[config.mk]
export PLATFORM = sky130hd
export DESIGN_NAME = acc_ctrl_fsm_flat
export DESIGN_NICKNAME = d
export VERILOG_FILES = /design/src/rtl/acc_ctrl_pkg.sv /design/src/rtl/acc_ctrl_if.sv /design/src/rtl/acc_ctrl_fsm.sv /design/src/flat_wrapper.sv
export SDC_FILE = /design/constraint.sdc
export NUM_CORES = 1
export LEC_CHECK = 0
export BUFFER_PORTS_ARGS = -buffer_cell sky130_fd_sc_hd__buf_2
export CELL_PAD_IN_SITES_DETAIL_PLACEMENT = 0
export CELL_PAD_IN_SITES_GLOBAL_PLACEMENT = 1
export CORE_UTILIZATION = 35
export CTS_BUF_LIST = sky130_fd_sc_hd__clkbuf_8
export DETAILED_ROUTE_END_ITERATION = 12
export PLACE_DENSITY = 0.9
export SLEW_MARGIN = 20
export SYNTH_ARGS = -nofsm -noshare
export SYNTH_HDL_FRONTEND = slang
export SYNTH_SLANG_ARGS = --single-unit
[constraint.sdc]
create_clock -name clk -period 4.3 [get_ports clk]
set_clock_uncertainty 0.15 [all_clocks]
set_input_delay 0.645 -clock clk [delete_from_list [all_inputs] [get_ports clk]]
set_output_delay 0.645 -clock clk [all_outputs]
set_load 0.1 [all_outputs]
[src/rtl/acc_ctrl_pkg.sv]
// Shared encodings for the accumulator-machine controller: opcodes, ALU and ACC-mux codes,
// FSM state codes and the opcode classifier used at decode.
package acc_ctrl_pkg;

  localparam logic [7:0] OP_NOP   = 8'h00;
  localparam logic [7:0] OP_ADD   = 8'h01;
  localparam logic [7:0] OP_SUB   = 8'h02;
  localparam logic [7:0] OP_MUL   = 8'h03;
  localparam logic [7:0] OP_DIV   = 8'h04;
  localparam logic [7:0] OP_XOR   = 8'h05;
  localparam logic [7:0] OP_JUMP  = 8'h06;
  localparam logic [7:0] OP_JUMPZ = 8'h07;
  localparam logic [7:0] OP_STORE = 8'h08;
  localparam logic [7:0] OP_LOAD  = 8'h09;
  localparam logic [7:0] OP_HALT  = 8'h0A;

  localparam logic [1:0] ALU_XOR = 2'd0;
  localparam logic [1:0] ALU_ADD = 2'd1;
  localparam logic [1:0] ALU_SUB = 2'd3;

  localparam logic [1:0] ACC_SRC_MDR = 2'd0;
  localparam logic [1:0] ACC_SRC_ALU = 2'd1;
  localparam logic [1:0] ACC_SRC_EXU = 2'd2;

  localparam logic [4:0] S_FETCH0 = 5'd0;
  localparam logic [4:0] S_FETCH1 = 5'd1;
  localparam logic [4:0] S_FETCH2 = 5'd2;
  localparam logic [4:0] S_DECODE = 5'd3;
  localparam logic [4:0] S_RD     = 5'd4;
  localparam logic [4:0] S_ALU_WB = 5'd5;
  localparam logic [4:0] S_LD_WB  = 5'd6;
  localparam logic [4:0] S_ST     = 5'd7;
  localparam logic [4:0] S_JMP    = 5'd8;
  localparam logic [4:0] S_EXU_GO = 5'd9;
  localparam logic [4:0] S_EXU_WT = 5'd10;
  localparam logic [4:0] S_EXU_WB = 5'd11;
  localparam logic [4:0] S_HALT   = 5'd12;

  typedef enum logic [3:0] {
    OPC_NOP,
    OPC_ADD,
    OPC_SUB,
    OPC_MUL,
    OPC_DIV,
    OPC_XOR,
    OPC_JUMP,
    OPC_JUMPZ,
    OPC_STORE,
    OPC_LOAD,
    OPC_HALT,
    OPC_ILL
  } op_e;

  function automatic op_e classify_op(input logic [7:0] op);
    op_e c;
    case (op)
      OP_NOP:   c = OPC_NOP;
      OP_ADD:   c = OPC_ADD;
      OP_SUB:   c = OPC_SUB;
      OP_MUL:   c = OPC_MUL;
      OP_DIV:   c = OPC_DIV;
      OP_XOR:   c = OPC_XOR;
      OP_JUMP:  c = OPC_JUMP;
      OP_JUMPZ: c = OPC_JUMPZ;
      OP_STORE: c = OPC_STORE;
      OP_LOAD:  c = OPC_LOAD;
      OP_HALT:  c = OPC_HALT;
      default:  c = OPC_ILL;
    endcase
    return c;
  endfunction

endpackage

[src/rtl/acc_ctrl_if.sv]
// Controller <-> datapath/memory/EXU bundle. The controller sits on the master side,
// the datapath (register file, memory port, MUL/DIV unit) on the slave side.
interface acc_ctrl_if #(
  parameter int OPCODE_W = 8,
  parameter int DATA_W   = 16
) ();

  logic [OPCODE_W-1:0] opcode;
  logic                zflag;
  logic [DATA_W-1:0]   ACC_reg;
  logic [DATA_W-1:0]   MDR_reg;
  logic                memReady;
  logic                exuDone;

  logic       muxPC;
  logic       muxMAR;
  logic [1:0] muxACC;
  logic       loadPC;
  logic       loadMAR;
  logic       loadMDR;
  logic       loadIR;
  logic       loadACC;
  logic       MemRW;
  logic       memReq;
  logic [1:0] opALU;
  logic       exuStart;
  logic       exuSel;
  logic       halted;
  logic       illegalOp;
  logic       divByZero;
  logic       exuTimeout;

  modport master (
    input  opcode, zflag, ACC_reg, MDR_reg, memReady, exuDone,
    output muxPC, muxMAR, muxACC, loadPC, loadMAR, loadMDR, loadIR, loadACC,
           MemRW, memReq, opALU, exuStart, exuSel, halted,
           illegalOp, divByZero, exuTimeout
  );

  modport slave (
    output opcode, zflag, ACC_reg, MDR_reg, memReady, exuDone,
    input  muxPC, muxMAR, muxACC, loadPC, loadMAR, loadMDR, loadIR, loadACC,
           MemRW, memReq, opALU, exuStart, exuSel, halted,
           illegalOp, divByZero, exuTimeout
  );

endinterface

[src/rtl/acc_ctrl_fsm.sv]
// Multicycle fetch/decode/execute controller for the accumulator datapath, with memory
// wait states, a MUL/DIV start/done handshake, EXU timeout, /0 and illegal-opcode traps.
module acc_ctrl_fsm
  import acc_ctrl_pkg::*;
#(
  parameter int OPCODE_W    = 8,
  parameter int DATA_W      = 16,
  parameter int EXU_TIMEOUT = 64
) (
  input  logic       clk,
  input  logic       rst,
  acc_ctrl_if.master bus
);

  localparam int               CNT_W    = $clog2(EXU_TIMEOUT);
  localparam logic [CNT_W-1:0] CNT_LAST = CNT_W'(EXU_TIMEOUT - 1);

  logic [4:0]       state_q, state_d;
  op_e              op_q, op_d;
  logic [CNT_W-1:0] cnt_q, cnt_d;
  logic             illegal_q, illegal_d;
  logic             divz_q, divz_d;
  logic             tmo_q, tmo_d;

  logic [7:0] op8;
  logic       op_hi_nz;
  op_e        dec_op;
  logic       is_div;
  logic       div_zero;
  logic       jmp_take;

  // Opcodes wider than 8 bits are illegal whenever any upper bit is set.
  if (OPCODE_W > 8) begin : g_op_wide
    assign op8      = bus.opcode[7:0];
    assign op_hi_nz = |bus.opcode[OPCODE_W-1:8];
  end else begin : g_op_narrow
    assign op8      = 8'(bus.opcode);
    assign op_hi_nz = 1'b0;
  end

  assign dec_op   = op_hi_nz ? OPC_ILL : classify_op(op8);
  assign is_div   = (op_q == OPC_DIV);
  assign div_zero = is_div && (bus.MDR_reg == {DATA_W{1'b0}});
  assign jmp_take = (op_q == OPC_JUMP) || ((op_q == OPC_JUMPZ) && bus.zflag);

  // ACC_reg is an EXU operand routed by the datapath; the controller never inspects it.
  logic unused_acc;
  assign unused_acc = ^bus.ACC_reg;

  always_comb begin
    state_d   = state_q;
    op_d      = op_q;
    cnt_d     = cnt_q;
    illegal_d = illegal_q;
    divz_d    = divz_q;
    tmo_d     = tmo_q;
    case (state_q)
      S_FETCH0: state_d = S_FETCH1;
      S_FETCH1: if (bus.memReady) state_d = S_FETCH2;
      S_FETCH2: state_d = S_DECODE;
      S_DECODE: begin
        op_d = dec_op;
        case (dec_op)
          OPC_NOP:   state_d = S_FETCH0;
          OPC_HALT:  state_d = S_HALT;
          OPC_ADD, OPC_SUB, OPC_XOR, OPC_LOAD, OPC_MUL, OPC_DIV:
                     state_d = S_RD;
          OPC_STORE: state_d = S_ST;
          OPC_JUMP, OPC_JUMPZ:
                     state_d = S_JMP;
          default: begin
            illegal_d = 1'b1;
            state_d   = S_HALT;
          end
        endcase
      end
      S_RD: begin
        if (bus.memReady) begin
          case (op_q)
            OPC_MUL, OPC_DIV: state_d = S_EXU_GO;
            OPC_LOAD:         state_d = S_LD_WB;
            default:          state_d = S_ALU_WB;
          endcase
        end
      end
      S_ALU_WB, S_LD_WB, S_JMP, S_EXU_WB: state_d = S_FETCH0;
      S_ST: if (bus.memReady) state_d = S_FETCH0;
      S_EXU_GO: begin
        cnt_d = '0;
        if (div_zero) begin
          divz_d  = 1'b1;
          state_d = S_FETCH0;
        end else begin
          state_d = S_EXU_WT;
        end
      end
      // A done pulse on the final allowed cycle takes priority over the timeout trap.
      S_EXU_WT: begin
        cnt_d = cnt_q + 1'b1;
        if (bus.exuDone) begin
          state_d = S_EXU_WB;
        end else if (cnt_q == CNT_LAST) begin
          tmo_d   = 1'b1;
          state_d = S_HALT;
        end
      end
      S_HALT:  state_d = S_HALT;
      default: state_d = S_FETCH0;
    endcase
  end

  always_ff @(posedge clk) begin
    if (!rst) begin
      state_q   <= S_FETCH0;
      op_q      <= OPC_NOP;
      cnt_q     <= '0;
      illegal_q <= 1'b0;
      divz_q    <= 1'b0;
      tmo_q     <= 1'b0;
    end else begin
      state_q   <= state_d;
      op_q      <= op_d;
      cnt_q     <= cnt_d;
      illegal_q <= illegal_d;
      divz_q    <= divz_d;
      tmo_q     <= tmo_d;
    end
  end

  always_comb begin
    bus.muxPC    = 1'b0;
    bus.muxMAR   = 1'b0;
    bus.muxACC   = ACC_SRC_MDR;
    bus.loadPC   = 1'b0;
    bus.loadMAR  = 1'b0;
    bus.loadMDR  = 1'b0;
    bus.loadIR   = 1'b0;
    bus.loadACC  = 1'b0;
    bus.MemRW    = 1'b0;
    bus.memReq   = 1'b0;
    bus.opALU    = ALU_XOR;
    bus.exuStart = 1'b0;
    bus.exuSel   = 1'b0;
    bus.halted   = 1'b0;
    case (state_q)
      S_FETCH0: begin
        bus.loadMAR = 1'b1;
        bus.loadPC  = 1'b1;
      end
      S_FETCH1, S_RD: begin
        bus.memReq  = 1'b1;
        bus.loadMDR = bus.memReady;
      end
      S_FETCH2: bus.loadIR = 1'b1;
      S_DECODE: begin
        bus.muxMAR  = 1'b1;
        bus.loadMAR = 1'b1;
      end
      S_ALU_WB: begin
        bus.loadACC = 1'b1;
        bus.muxACC  = ACC_SRC_ALU;
        case (op_q)
          OPC_ADD: bus.opALU = ALU_ADD;
          OPC_SUB: bus.opALU = ALU_SUB;
          default: bus.opALU = ALU_XOR;
        endcase
      end
      S_LD_WB: begin
        bus.loadACC = 1'b1;
        bus.muxACC  = ACC_SRC_MDR;
      end
      S_ST: begin
        bus.memReq = 1'b1;
        bus.MemRW  = 1'b1;
      end
      S_JMP: begin
        bus.muxPC  = 1'b1;
        bus.loadPC = jmp_take;
      end
      S_EXU_GO: begin
        bus.exuStart = !div_zero;
        bus.exuSel   = is_div;
      end
      S_EXU_WT: bus.exuSel = is_div;
      S_EXU_WB: begin
        bus.loadACC = 1'b1;
        bus.muxACC  = ACC_SRC_EXU;
      end
      S_HALT:  bus.halted = 1'b1;
      default: ;
    endcase
  end

  assign bus.illegalOp  = illegal_q;
  assign bus.divByZero  = divz_q;
  assign bus.exuTimeout = tmo_q;

endmodule

[src/flat_wrapper.sv]
// flat-port wrapper written by rule: the top's interface ports become plain ports
module acc_ctrl_fsm_flat import acc_ctrl_pkg::*;
#(
  parameter int OPCODE_W    = 8,
  parameter int DATA_W      = 16,
  parameter int EXU_TIMEOUT = 64
)
  (clk, rst, bus_opcode, bus_zflag, bus_ACC_reg, bus_MDR_reg, bus_memReady, bus_exuDone, bus_muxPC, bus_muxMAR, bus_muxACC, bus_loadPC, bus_loadMAR, bus_loadMDR, bus_loadIR, bus_loadACC, bus_MemRW, bus_memReq, bus_opALU, bus_exuStart, bus_exuSel, bus_halted, bus_illegalOp, bus_divByZero, bus_exuTimeout);
  acc_ctrl_if #(.OPCODE_W(OPCODE_W), .DATA_W(DATA_W)) bus_i ();
  input  logic clk;
  input  logic rst;
  input wire logic [$bits(bus_i.opcode)-1:0] bus_opcode;
  input wire logic [$bits(bus_i.zflag)-1:0] bus_zflag;
  input wire logic [$bits(bus_i.ACC_reg)-1:0] bus_ACC_reg;
  input wire logic [$bits(bus_i.MDR_reg)-1:0] bus_MDR_reg;
  input wire logic [$bits(bus_i.memReady)-1:0] bus_memReady;
  input wire logic [$bits(bus_i.exuDone)-1:0] bus_exuDone;
  output wire logic [$bits(bus_i.muxPC)-1:0] bus_muxPC;
  output wire logic [$bits(bus_i.muxMAR)-1:0] bus_muxMAR;
  output wire logic [$bits(bus_i.muxACC)-1:0] bus_muxACC;
  output wire logic [$bits(bus_i.loadPC)-1:0] bus_loadPC;
  output wire logic [$bits(bus_i.loadMAR)-1:0] bus_loadMAR;
  output wire logic [$bits(bus_i.loadMDR)-1:0] bus_loadMDR;
  output wire logic [$bits(bus_i.loadIR)-1:0] bus_loadIR;
  output wire logic [$bits(bus_i.loadACC)-1:0] bus_loadACC;
  output wire logic [$bits(bus_i.MemRW)-1:0] bus_MemRW;
  output wire logic [$bits(bus_i.memReq)-1:0] bus_memReq;
  output wire logic [$bits(bus_i.opALU)-1:0] bus_opALU;
  output wire logic [$bits(bus_i.exuStart)-1:0] bus_exuStart;
  output wire logic [$bits(bus_i.exuSel)-1:0] bus_exuSel;
  output wire logic [$bits(bus_i.halted)-1:0] bus_halted;
  output wire logic [$bits(bus_i.illegalOp)-1:0] bus_illegalOp;
  output wire logic [$bits(bus_i.divByZero)-1:0] bus_divByZero;
  output wire logic [$bits(bus_i.exuTimeout)-1:0] bus_exuTimeout;
  assign bus_i.opcode = bus_opcode;
  assign bus_i.zflag = bus_zflag;
  assign bus_i.ACC_reg = bus_ACC_reg;
  assign bus_i.MDR_reg = bus_MDR_reg;
  assign bus_i.memReady = bus_memReady;
  assign bus_i.exuDone = bus_exuDone;
  assign bus_muxPC = bus_i.muxPC;
  assign bus_muxMAR = bus_i.muxMAR;
  assign bus_muxACC = bus_i.muxACC;
  assign bus_loadPC = bus_i.loadPC;
  assign bus_loadMAR = bus_i.loadMAR;
  assign bus_loadMDR = bus_i.loadMDR;
  assign bus_loadIR = bus_i.loadIR;
  assign bus_loadACC = bus_i.loadACC;
  assign bus_MemRW = bus_i.MemRW;
  assign bus_memReq = bus_i.memReq;
  assign bus_opALU = bus_i.opALU;
  assign bus_exuStart = bus_i.exuStart;
  assign bus_exuSel = bus_i.exuSel;
  assign bus_halted = bus_i.halted;
  assign bus_illegalOp = bus_i.illegalOp;
  assign bus_divByZero = bus_i.divByZero;
  assign bus_exuTimeout = bus_i.exuTimeout;
  acc_ctrl_fsm #(.OPCODE_W(OPCODE_W), .DATA_W(DATA_W), .EXU_TIMEOUT(EXU_TIMEOUT)) u_core (.clk(clk), .rst(rst), .bus(bus_i));
endmodule
==> metrics.md, run 1 <==
| Metric | Value |
|---|---|
| Status | `finished clean` |
| RR Endpoint | `u_core.state_q[0]` |
| H-tree Lvls | `1` |
| WP data arrival | `between 2 and 2.5 ns` |
| Max VDD drop | `0.0001679 V` |
| Largest net degree at the start of global routing | `23` |
| Crit-path max cell delay | `roughly 0.76 ns` |
| Worst-Margin Slew | `0.7051 ns` |
| Row count | `21` |
| HP Class | `register to register` |
| Commonest non-fill, non-tap cell in the layout | `buf_2` |
| DP Wirelength | `2271 um` |
| Via-to-Cell Ratio | `roughly 5.2` |
| Met3 usage | `~1.3%` |
| Sw frac | `between 50% and 60%` |
| Number of buffers added for setup after CTS | `0` |
| FF/Latch Area | `~340 sq um` |
| Clk_lat worst skew | `~0.25 ns` |
| Post-DP Area | `1538 sq um` |
| Global-route usage over all layers | `16.45%` |
| Starting density of the core | `~37%` |
| Net Switching | `approximately 0.00052 W` |
| Clock buffer count from CTS | `3` |
| Hold Crit Depth | `1` |
| CP top delay family | `flip-flops` |
| Top Usage Layer GRT | `met2` |
| CTS resizes | `0` |
| Post-Synthesis Cells | `approximately 170` |
| Setup violations, final | `0` |
| Mean post-synth cell area | `about 7.7 sq um` |
| Hold WS | `between 0.3 and 0.4 ns` |
| Power share of the combinational group | `58.5%` |
| Avg WL per Cell | `between 10 and 15 um` |
| First-pass GRT wire length | `5278 um` |
| Critical R2R Launch | `u_core.state_q[0]` |
| Rel. slew slack | `52.93%` |
| Cells on worst reg2reg path | `7` |
| EDFF count, synth | `0` |
| Initial antenna violation count | `0` |
| Layout cells sized above 1 | `between 20% and 30%` |
| Fraction of registers with async set/reset | `0%` |
| Placed cell count | `approximately 250` |
| Post-CTS Hold Buffers | `0` |
| DRT iter0 DRCs | `roughly 140` |
| Placeable Area | `around 3400 sq um` |
| First-pass iteration count of the detailed router | `4` |
| Finished Layout Cells | `between 200 and 300` |
| Routed Antenna Nets | `0` |
| Total wire length | `around 3100 um` |
| Placer Congestion | `roughly 0.8` |
| Met1 usage | `roughly 23%` |
| Pwr/cell area | `approximately 570 nW/um^2` |
| R2r setup slk | `roughly 1.9 ns` |
| DRC | `0` |
| Die X | `roughly 62 um` |
| Int Pwr | `approximately 0.00038 W` |
| Layout area overhead | `24.85%` |
| Reg power frac | `28.0%` |
| Area of the multi-input gates | `895.9 sq um` |
| Crit path buf inv count | `2` |
| Fin area | `1584 sq um` |
| Top FF cell, synth | `dfxtp_1` |
| Ports | `64` |
| Total die area | `3869 sq um` |
| Setup TNS | `0 ns` |
| Minimum clock period | `~3.0 ns` |
| CP Class | `register to output port` |
| Gr ovfl total | `0` |
| CTS root buffer | `clkbuf_8` |
| Fin nets | `253` |
| Port bufs | `47` |
| Max Slew Vio Count | `0` |
| Hold EP | `u_core.bus.illegalOp` |
| Hold_sp | `u_core.bus.illegalOp` |
| Diode count | `0` |
| Reg clk slew, reported paths | `around 0.070 ns` |
| Tcrit/Tclk final | `69.56%` |
| Mapped Area | `approximately 1300 sq um` |
| Die height | `62.21 um` |
| LEAKAGE | `~0.7 nW` |
| Clock power share | `13.5%` |
| Unrepaired setup endpoints after global routing | `no` |
| Distinct cells, synth | `between 50 and 60` |
| Design Power | `~0.0009 W` |
| Commonest cells after routing, fill and taps aside | `buf_2, nand2_1, dfxtp_1` |
| Met2 Track Usage GR | `a little over a quarter` |
| Fmax | `0.3344 GHz` |
| Share of the yosys chip area belonging to registers | `a little over a quarter` |
| Syn_nets | `about 210` |
| Cell Chain, Critical Path | `nand2b_1 -> or2_1 -> clkinv_2 -> buf_2` |
| Via count | `1,313` |
| CTS tree | `yes` |
| Max-cap violations | `0` |
| Clock tree buffer depth | `2` |
| Critical path fanouts, max | `20` |
| Crit path required time | `about 3.5 ns` |
| Fin. Hold Viols | `0` |
| Worst setup SP type | `register` |
| Clock sink count | `17` |
| Register bit total from synthesis | `17` |
| Yosys warnings | `0` |
| Number of fillers in the final layout | `368` |
| Critical Path Sink Type | `output port` |
| Slowest CP cell | `dfxtp_1` |
| Vias in the first global route | `between 1,000 and 1,500` |
stage by stage:
stage	util, %	setup WS [ns]
finish	46.37	1.309
global route	46.37	1.127
CTS	46.37	1.306
detailed placement	45.02	1.434
global placement	45.02	1.430
floorplan	-	0.2689
synth_stat cells, types with 4 or more instances:
| master | count | area [sq um] |
|---|---|---|
| and2_1 | 6 | 37.54 |
| dfxtp_1 | 17 | 340.3 |
| clkbuf_1 | 4 | 15.01 |
| nand2_1 | 19 | 71.32 |
| a21oi_1 | 8 | 40.04 |
| nor2_1 | 17 | 63.81 |
| nand2b_1 | 4 | 25.02 |
| o21ai_0 | 5 | 25.02 |
| nor2b_1 | 7 | 43.79 |
| buf_2 | 5 | 25.02 |
| nor3_1 | 5 | 25.02 |
| o21a_1 | 5 | 37.54 |
area by class of cell:
class	instances	share of cell area, %
clock inverter	1	0.3160
inverter	2	0.5529
timing repair buffer	47	14.85
sequential	17	21.48
clock buffer	3	2.607
multi-input combinational	136	56.56
tap	46	3.633
worst max-delay path by stage:
stage | from | to | slack [ns] | cells past startpoint
after global placement | bus_MDR_reg[13] | bus_exuStart | 1.43 | 5
after global routing | u_core.state_q[0] | bus_muxMAR | 1.13 | 4
after floorplan | u_core.state_q[2] | bus_opALU[0] | 0.27 | 6
final | u_core.state_q[0] | bus_muxMAR | 1.31 | 4
after CTS | u_core.state_q[0] | bus_muxMAR | 1.31 | 4
after detailed placement | bus_MDR_reg[13] | bus_exuStart | 1.43 | 5
cells by family (layout without fill, tap and decap cells):
| kind of cell | after synthesis | after routing | synth area share, % |
|---|---|---|---|
| simple gates | 88 | 88 | 40.73 |
| flops | 17 | 17 | 26.82 |
| buf+inv | 12 | 53 | 4.140 |
| compound gates | 42 | 42 | 23.67 |
| mux | 2 | 2 | 1.578 |
| xor+xnor | 3 | 3 | 2.071 |
| fa+ha+maj | 1 | 1 | 0.9860 |
power groups by stage:
stage | sequential [W] | clock [W] | combinational (W)
final | 0.000252 | 0.000121 | 0.000527
after floorplan | 0.000204 | 0 | 0.000500
after global routing | 0.000261 | 0.000130 | 0.000565
after detailed placement | 0.000255 | 0 | 0.000526
after CTS | 0.000252 | 0.000125 | 0.000528
after global placement | 0.000254 | 0 | 0.000525
state kept, by name (all words and copies together), names as in the netlist:
name and cells:
u_core.cnt_q 6, u_core.op_q 4, u_core.state_q 4, u_core.bus.divByZero 1
u_core.bus.exuTimeout 1, u_core.bus.illegalOp 1
routing by layer:
| layer | share of wire [%] | vias up |
|---|---|---|
| met5 | 0 | - |
| met4 | 1.8 | 0 |
| met3 | 1.8 | 5 |
| met2 | 48 | 20 |
| met1 | 49 | 600 |
| li1 | - | 688 |
Power figures use the tool's default switching activity.
==> run 2, diff against run 1 <==
--- a/config.mk
+++ b/config.mk
@@ -5,13 +5,14 @@
 export SDC_FILE = /design/constraint.sdc
 export NUM_CORES = 1
 export LEC_CHECK = 0
+export ABC_AREA = 1
 export BUFFER_PORTS_ARGS = -buffer_cell sky130_fd_sc_hd__buf_2
 export CELL_PAD_IN_SITES_DETAIL_PLACEMENT = 0
 export CELL_PAD_IN_SITES_GLOBAL_PLACEMENT = 1
-export CORE_UTILIZATION = 35
+export CORE_UTILIZATION = 30
 export CTS_BUF_LIST = sky130_fd_sc_hd__clkbuf_8
 export DETAILED_ROUTE_END_ITERATION = 12
-export PLACE_DENSITY = 0.9
+export PLACE_DENSITY = 0.84
 export SLEW_MARGIN = 20
 export SYNTH_ARGS = -nofsm -noshare
 export SYNTH_HDL_FRONTEND = slang
==> constraint.sdc (replaced) <==
create_clock -name clk -period 2.9 [get_ports clk]
set_clock_uncertainty 0.15 [all_clocks]
set_input_delay 0.435 -clock clk [delete_from_list [all_inputs] [get_ports clk]]
set_output_delay 0.435 -clock clk [all_outputs]
set_load 0.1 [all_outputs]
==> run 2 against run 1 <==
Against the previous run:
- routed wire length is 0.95% higher
- critical path depth up 3
- combinational power up 46%
- worst hold slack improved by 0.0044 ns
- register-to-register slack got worse by 0.81 ns
- via count shrank 0.84%
- worst setup slack worse by 0.81 ns
- final cell count up 17%
- utilization decreased by 4.9 points
==> metrics.md, run 2 <==
| Metric | Value |
|---|---|
| Largest area contributor in the netlist | `dfxtp_1` |
| Top cells by area, synth | `dfxtp_1, nand2_1, nor2_1` |
| CP top delay family | `simple AND/OR/NAND/NOR gates` |
| Largest net degree at the start of global routing | `12 (-48%)` |
| R2r setup slk | `1.12 ns (-0.81 ns)` |
| Via count | `1,302 (-0.84%)` |
| Port bufs | `47 (unchanged)` |
| DP Wirelength | `2528 um (+11%)` |
| Hold Crit Depth | `2 (+1)` |
| Max FFs per register | `6 (unchanged)` |
| Cells on worst reg2reg path | `8 (+1)` |
| Worst setup SP type | `register` |
| Hold_sp | `u_core.bus.illegalOp` |
| Reg power frac | `23.8% (-4.2 points)` |
| Post-CTS Hold Buffers | `0 (unchanged)` |
| Total wire length | `3079 um (+0.95%)` |
| Clock sink count | `17 (unchanged)` |
| LEAKAGE | `0.8240 nW (+20%)` |
| Mapped Area | `1199 sq um (-5.5%)` |
| Fin nets | `294 (+16%)` |
| Placer Congestion | `0.7822 (-1.5%)` |
| Final core utilization | `41.44% (-4.9 points)` |
| Starting density of the core | `32.02% (-5.1 points)` |
| Clock tree buffer depth | `2 (unchanged)` |
| Regs by FF count | `u_core.cnt_q x6, u_core.op_q x4, u_core.state_q x4` |
| CTS root buffer | `clkbuf_8` |
| Register bit total from synthesis | `17 (unchanged)` |
| First-pass iteration count of the detailed router | `4 (unchanged)` |
| Row count | `22 (+4.8%)` |
| Met1 usage | `22.39% (-0.18 points)` |
| Number of buffers added for setup after CTS | `0 (unchanged)` |
| Via-to-Cell Ratio | `4.414 (-15%)` |
| Hold WS | `0.3188 ns (+0.004376 ns)` |
| Crit-path max cell delay | `0.44 ns (-0.32 ns)` |
| Gr ovfl total | `0 (unchanged)` |
| RR Endpoint | `u_core.state_q[2]` |
| WP data arrival | `1.82 ns (-0.38 ns)` |
| Max VDD drop | `0.0002445 V (+46%)` |
| Top FF cell, synth | `dfxtp_1` |
| Share of the synthesized area in the top cell type | `28.39% (+1.6 points)` |
| Met2 Track Usage GR | `25.13% (-1.1 points)` |
| Fmax | `0.4163 GHz` |
| Total die area | `4252 sq um (+9.9%)` |
| Met3 usage | `2.083% (+0.80 points)` |
| Global-route usage over all layers | `15.74% (-0.72 points)` |
| Top Usage Layer GRT | `met2` |
| EDFF count, synth | `0 (unchanged)` |
| Tcrit/Tclk final | `82.83%` |
| Clock buffer count from CTS | `3 (unchanged)` |
| Power share of the combinational group | `62.2% (+3.7 points)` |
| Initial antenna violation count | `0 (unchanged)` |
| Die X | `65.21 um (+4.8%)` |
| Fin. Hold Viols | `0 (unchanged)` |
| Unrepaired setup endpoints after global routing | `no` |
| Share of the yosys chip area belonging to registers | `28.39% (+1.6 points)` |
| H-tree Lvls | `1 (unchanged)` |
| DRT iter0 DRCs | `50 (-65%)` |
| Reg clk slew, reported paths | `0.06 ns (about the same)` |
| CTS tree | `yes` |
| Slowest CP cell | `buf_2` |
| Fraction of registers with async set/reset | `0% (unchanged)` |
| FF/Latch Area | `340.3 sq um (unchanged)` |
| DRC | `0 (unchanged)` |
| Setup violations, final | `0 (unchanged)` |
| Sw frac | `58.60% (+0.32 points)` |
| Die height | `65.21 um (+4.8%)` |
| Placed cell count | `291 (+17%)` |
| Routed Antenna Nets | `0 (unchanged)` |
| Most frequent cell after synthesis | `nand2_1` |
| Clk_lat worst skew | `0.25 ns (about the same)` |
| Diode count | `0 (unchanged)` |
| Yosys warnings | `0 (unchanged)` |
| Commonest cells after routing, fill and taps aside | `buf_2, nand2_1, nor2_1` |
| Minimum clock period | `roughly 2.4 ns` |
| CTS resizes | `0 (unchanged)` |
| Finished Layout Cells | `295 (+17%)` |
| Ports | `64 (unchanged)` |
| Commonest non-fill, non-tap cell in the layout | `buf_2` |
| Vias in the first global route | `1,199 (+0.67%)` |
| Placeable Area | `3744 sq um (+9.6%)` |
| Critical Path Sink Type | `output port` |
| Design Power | `0.001234 W (+37%)` |
| Syn_nets | `243 (+15%)` |
| Clock power share | `14.0% (+0.5 points)` |
| Worst-Margin Slew | `0.4923 ns (-0.2128 ns)` |
| Distinct cells, synth | `26 (-55%)` |
| Critical path fanouts, max | `5 (-75%)` |
| Cell Chain, Critical Path | `inv_2 -> nor2_1 -> nand2_1 -> nand2_1 -> inv_1 -> nor2_1 -> buf_2` |
| Rel. slew slack | `67.41% (+14 points)` |
| First-pass GRT wire length | `5333 um (+1.0%)` |
| Hold EP | `u_core.bus.illegalOp` |
| Int Pwr | `0.0005111 W (+36%)` |
| Fin area | `1551 sq um (-2.1%)` |
| Post-DP Area | `1506 sq um (-2.0%)` |
| Area of the multi-input gates | `743.2 sq um (-17%)` |
| Layout cells sized above 1 | `31.58% (+2.0 points)` |
| HP Class | `register to register` |
| Avg WL per Cell | `10.44 um (-14%)` |
| Post-Synthesis Cells | `197 (+19%)` |
| Pwr/cell area | `795.6 nW/um^2 (+40%)` |
| Mean post-synth cell area | `6.085 sq um (-21%)` |
| Crit path buf inv count | `3 (+1)` |
| Most instantiated cells after synthesis | `nand2_1, nor2_1, inv_1` |
| Reg with most FFs | `u_core.cnt_q` |
| Net Switching | `0.0007233 W (+38%)` |
| Number of fillers in the final layout | `451 (+23%)` |
| Layout area overhead | `29.44%` |
| Critical R2R Launch | `u_core.cnt_q[0]` |
| Crit path required time | `2.32 ns (-1.18 ns)` |
| Max Slew Vio Count | `0 (unchanged)` |
| Status | `finished clean` |
| CP Class | `register to output port` |
| Max-cap violations | `0 (unchanged)` |
-- run 2: through the flow --
| step | setup slack (ns) | TNS (ns) |
|---|---|---|
| 2_1_floorplan | -0.09899 | -0.1208 |
| 3_3_place_gp | 0.7913 | 0 |
| 3_5_place_dp | 0.7807 | 0 |
| 4_1_cts | 0.4928 | 0 |
| 5_1_grt | 0.3452 | 0 |
| 6_report | 0.4980 | 0 |
-- run 2: logic make-up (layout without fill, tap and decap cells) --
| kind of cell | Yosys count | in the layout | synth area share, % |
|---|---|---|---|
| AND/OR/NAND/NOR | 110 | 110 | 42.17 |
| flip-flops | 17 | 17 | 28.39 |
| buffers and inverters | 35 | 85 | 10.96 |
| AO/OA/AOI/OAI | 34 | 34 | 17.43 |
| adder cells (fa/ha/maj) | 1 | 1 | 1.044 |
-- run 2: layout make-up --
class | instances | share of cell area (%)
Clock buffer | 3 | 2.661
Clock inverter | 1 | 0.2419
Inverter | 34 | 8.226
Multi-Input combinational cell | 145 | 47.90
Sequential cell | 17 | 21.94
Tap cell | 48 | 3.871
Timing Repair Buffer | 47 | 15.16
-- run 2: worst min-delay path, cell delays in order, from the launching register on --
cell and delay (ns):
dfxtp_1 0.33, a31oi_1 0.04, nor2_1 0.07
-- run 2: how the worst max path moves through the flow --
stage	cells past startpoint	slack (ns)	to	from
CTS	7	0.49	bus_exuSel	u_core.state_q[0]
floorplan	3	-0.1	bus_loadPC	u_core.state_q[0]
global placement	7	0.79	bus_exuSel	u_core.state_q[0]
detailed placement	7	0.78	bus_exuSel	u_core.state_q[0]
finish	7	0.50	bus_exuSel	u_core.state_q[0]
global route	7	0.35	bus_exuSel	u_core.state_q[0]
-- run 2: power groups by stage --
stage          Clock, W  Sequential, W  Combinational [W]
4_1_cts        0.000181       0.000293           0.000771
3_5_place_dp          0       0.000298           0.000770
5_1_grt        0.000192       0.000300           0.000823
2_1_floorplan         0       0.000311           0.000640
3_3_place_gp          0       0.000299           0.000771
6_report       0.000173       0.000294           0.000768
-- run 2: per-layer routing --
layer | part of all wire [%] | routed length, um
met2 | 43 | 1313
met1 | 53 | 1632
met4 | 0.45 | 14
met3 | 3.8 | 118
met5 | 0 | 0
==> run 3, diff against run 2 <==
==> constraint.sdc (replaced) <==
create_clock -name clk -period 2.5 [get_ports clk]
set_clock_uncertainty 0.15 [all_clocks]
set_input_delay 0.375 -clock clk [delete_from_list [all_inputs] [get_ports clk]]
set_output_delay 0.375 -clock clk [all_outputs]
set_load 0.1 [all_outputs]
==> run 3 against run 2 <==
Against the previous run:
- worst setup slack got worse by 0.33 ns
- first-iteration DRC count decreased by 2.0%
- clock power increased by 17%
- worst hold slack got worse by 0.039 ns
- final area increased by 2.7%
- non-clock buffer count unchanged
- via count increased by 1.5%
- largest cell class unchanged
- sequential power increased by 16%
- flip-flop and latch count unchanged
- power increased by 19%
==> metrics.md, run 3 (synthesis gave the netlist of run 2 again) <==
| Metric | Value |
|---|---|
| Status | `finished clean` |
| Gr ovfl total | `0 (unchanged)` |
| Number of buffers added for setup after CTS | `0 (unchanged)` |
| Layout cells sized above 1 | `33.20% (+1.6 points)` |
| Max FFs per register | `6 (unchanged)` |
| Clk_lat worst skew | `0.25 ns (about the same)` |
| Crit path required time | `1.98 ns (-0.34 ns)` |
| LEAKAGE | `0.8191 nW (-0.60%)` |
| Reg with most FFs | `u_core.cnt_q` |
| First-pass GRT wire length | `5250 um (-1.6%)` |
| Clock tree buffer depth | `2 (unchanged)` |
| Total wire length | `3003 um (-2.5%)` |
| CTS tree | `yes` |
| CP Launch Point | `u_core.state_q[2]` |
| R2r setup slk | `0.77 ns (-0.35 ns)` |
| DRC | `0 (unchanged)` |
| Commonest cells after routing, fill and taps aside | `buf_2, nand2_1, nor2_1` |
| Starting density of the core | `32.02% (unchanged)` |
| Rel. slew slack | `67.45% (about the same)` |
| Via count | `1,321 (+1.5%)` |
| Fmax | `around 0.43 GHz` |
| First-pass iteration count of the detailed router | `4 (unchanged)` |
| Die height | `65.21 um (unchanged)` |
| HP Class | `primary input to register` |
| RR Endpoint | `u_core.state_q[2]` |
| Max VDD drop | `0.0003163 V (+29%)` |
| Vias in the first global route | `1,210 (+0.92%)` |
| Critical path fanouts, max | `8 (+3)` |
| Reg clk slew, reported paths | `0.07 ns (about the same)` |
| Fin. Hold Viols | `0 (unchanged)` |
| Setup TNS | `0 ns (unchanged)` |
| Fin area | `1593 sq um (+2.7%)` |
| Cells on worst reg2reg path | `8 (unchanged)` |
| Critical path's most frequent cell | `inv_1` |
| H-tree Lvls | `1 (unchanged)` |
| Placeable Area | `3744 sq um (unchanged)` |
| Initial antenna violation count | `0 (unchanged)` |
| CTS root buffer | `clkbuf_8` |
| Commonest non-fill, non-tap cell in the layout | `buf_2` |
| Post-DP Area | `1548 sq um (+2.7%)` |
| Finished Layout Cells | `295 (unchanged)` |
| Max-cap violations | `0 (unchanged)` |
| Slowest CP cell | `buf_2` |
| Global-route usage over all layers | `15.72% (-0.017 points)` |
| Tcrit/Tclk final | `93.35%` |
| Clock buffer count from CTS | `3 (unchanged)` |
| Fin nets | `294 (unchanged)` |
| Die X | `65.21 um (unchanged)` |
| Number of fillers in the final layout | `419 (-7.1%)` |
| WP data arrival | `1.81 ns (about the same)` |
| Layout area overhead | `32.88%` |
| Via-to-Cell Ratio | `4.478 (+1.5%)` |
| Placed cell count | `291 (unchanged)` |
| Routed Antenna Nets | `0 (unchanged)` |
| Port bufs | `47 (unchanged)` |
| Largest net degree at the start of global routing | `12 (unchanged)` |
| Post-CTS Hold Buffers | `0 (unchanged)` |
| DRT iter0 DRCs | `49 (-2.0%)` |
| Pwr/cell area | `924.3 nW/um^2 (+16%)` |
| Regs by FF count | `u_core.cnt_q x6, u_core.op_q x4, u_core.state_q x4` |
| Setup violations, final | `0 (unchanged)` |
| DP Wirelength | `2513 um (-0.62%)` |
| Worst setup SP type | `register` |
| Unrepaired setup endpoints after global routing | `no` |
| Area of the multi-input gates | `780.7 sq um (+5.1%)` |
| Placer Congestion | `0.7840 (+0.23%)` |
| Row count | `22 (unchanged)` |
| Ports | `64 (unchanged)` |
| Critical Path Sink Type | `output port` |
| CP Class | `register to output port` |
| Max Slew Vio Count | `0 (unchanged)` |
| Avg WL per Cell | `10.18 um (-2.5%)` |
| FF/Latch Area | `340.3 sq um (unchanged)` |
| Crit-path max cell delay | `0.43 ns (about the same)` |
| CTS resizes | `0 (unchanged)` |
| Setup crit end | `bus_exuSel` |
| Minimum clock period | `2.334 ns` |
| Critical R2R Launch | `u_core.cnt_q[0]` |
| Total die area | `4252 sq um (unchanged)` |
| Worst-Margin Slew | `0.4916 ns (-0.0007265 ns)` |
| Diode count | `0 (unchanged)` |
| Clock sink count | `17 (unchanged)` |
| Cell Chain, Critical Path | `inv_1 -> nand2_2 -> nor2_8 -> inv_2 -> nand2_1 -> inv_1 -> nor2_2 -> buf_2` |
| Hold WS | `0.2797 ns (-0.03909 ns)` |
## run 3: changes by cell type in the layout (fill, tap and decap cells not counted)
cell        delta
nor2_4         +2
clkinvlp_4     +1
o41ai_2        -1
o41ai_4        +1
nor2_1         -2
a21oi_4        +1
a21oi_1        -1
inv_1          -1
## run 3: worst min path at each step
stage	startpoint	end	slack, ns	cells after the start
detailed placement	u_core.bus.illegalOp	u_core.bus.illegalOp	0.30	2
global placement	u_core.bus.exuTimeout	u_core.bus.exuTimeout	0.29	2
finish	rst	u_core.cnt_q[2]	0.28	3
CTS	rst	u_core.op_q[0]	0.27	3
global route	rst	u_core.cnt_q[4]	0.30	3
floorplan	u_core.cnt_q[0]	u_core.cnt_q[0]	0.30	1
## run 3: critical path: cells and delay by family (launching register included)
kind / cells / cell delay [ns]
DFF: 1 / 0.36
and+or+nand+nor: 4 / 0.49
buffers and inverters: 4 / 0.70
## run 3: cell type report
type	count	share of cell area, %
multi-input cells	145	49.02
flip-flops and latches	17	21.37
repair buffers	47	14.77
inverters	34	8.248
well taps	48	3.771
clock buffers	3	2.592
clock inverters	1	0.2357
## run 3: report_power, final
group,switching (W),internal [W]
sequential,0.0000382,0.000304
clock,0.0000930,0.000109
combinational,0.000734,0.000194
total,0.000865,0.000607
## run 3: through the flow
step                setup WS (ns)  util, %  power [W]
finish                     0.1662    42.55   0.001472
global placement           0.4295    41.34   0.001278
CTS                        0.1481    42.55   0.001486
detailed placement         0.4315    41.34   0.001280
global route              0.02336    42.55   0.001548
floorplan                 0.05179        -   0.001139
## run 3: layer usage
metal / vias to the layer above / global-route usage [%] / share of wire [%]
met2: 28 / 24.36 / 43
met3: 2 / 1.910 / 4.3
met5: - / 0 / 0
met1: 568 / 21.89 / 52
li1: 723 / - / -
met4: 0 / 6.250 / 0.50
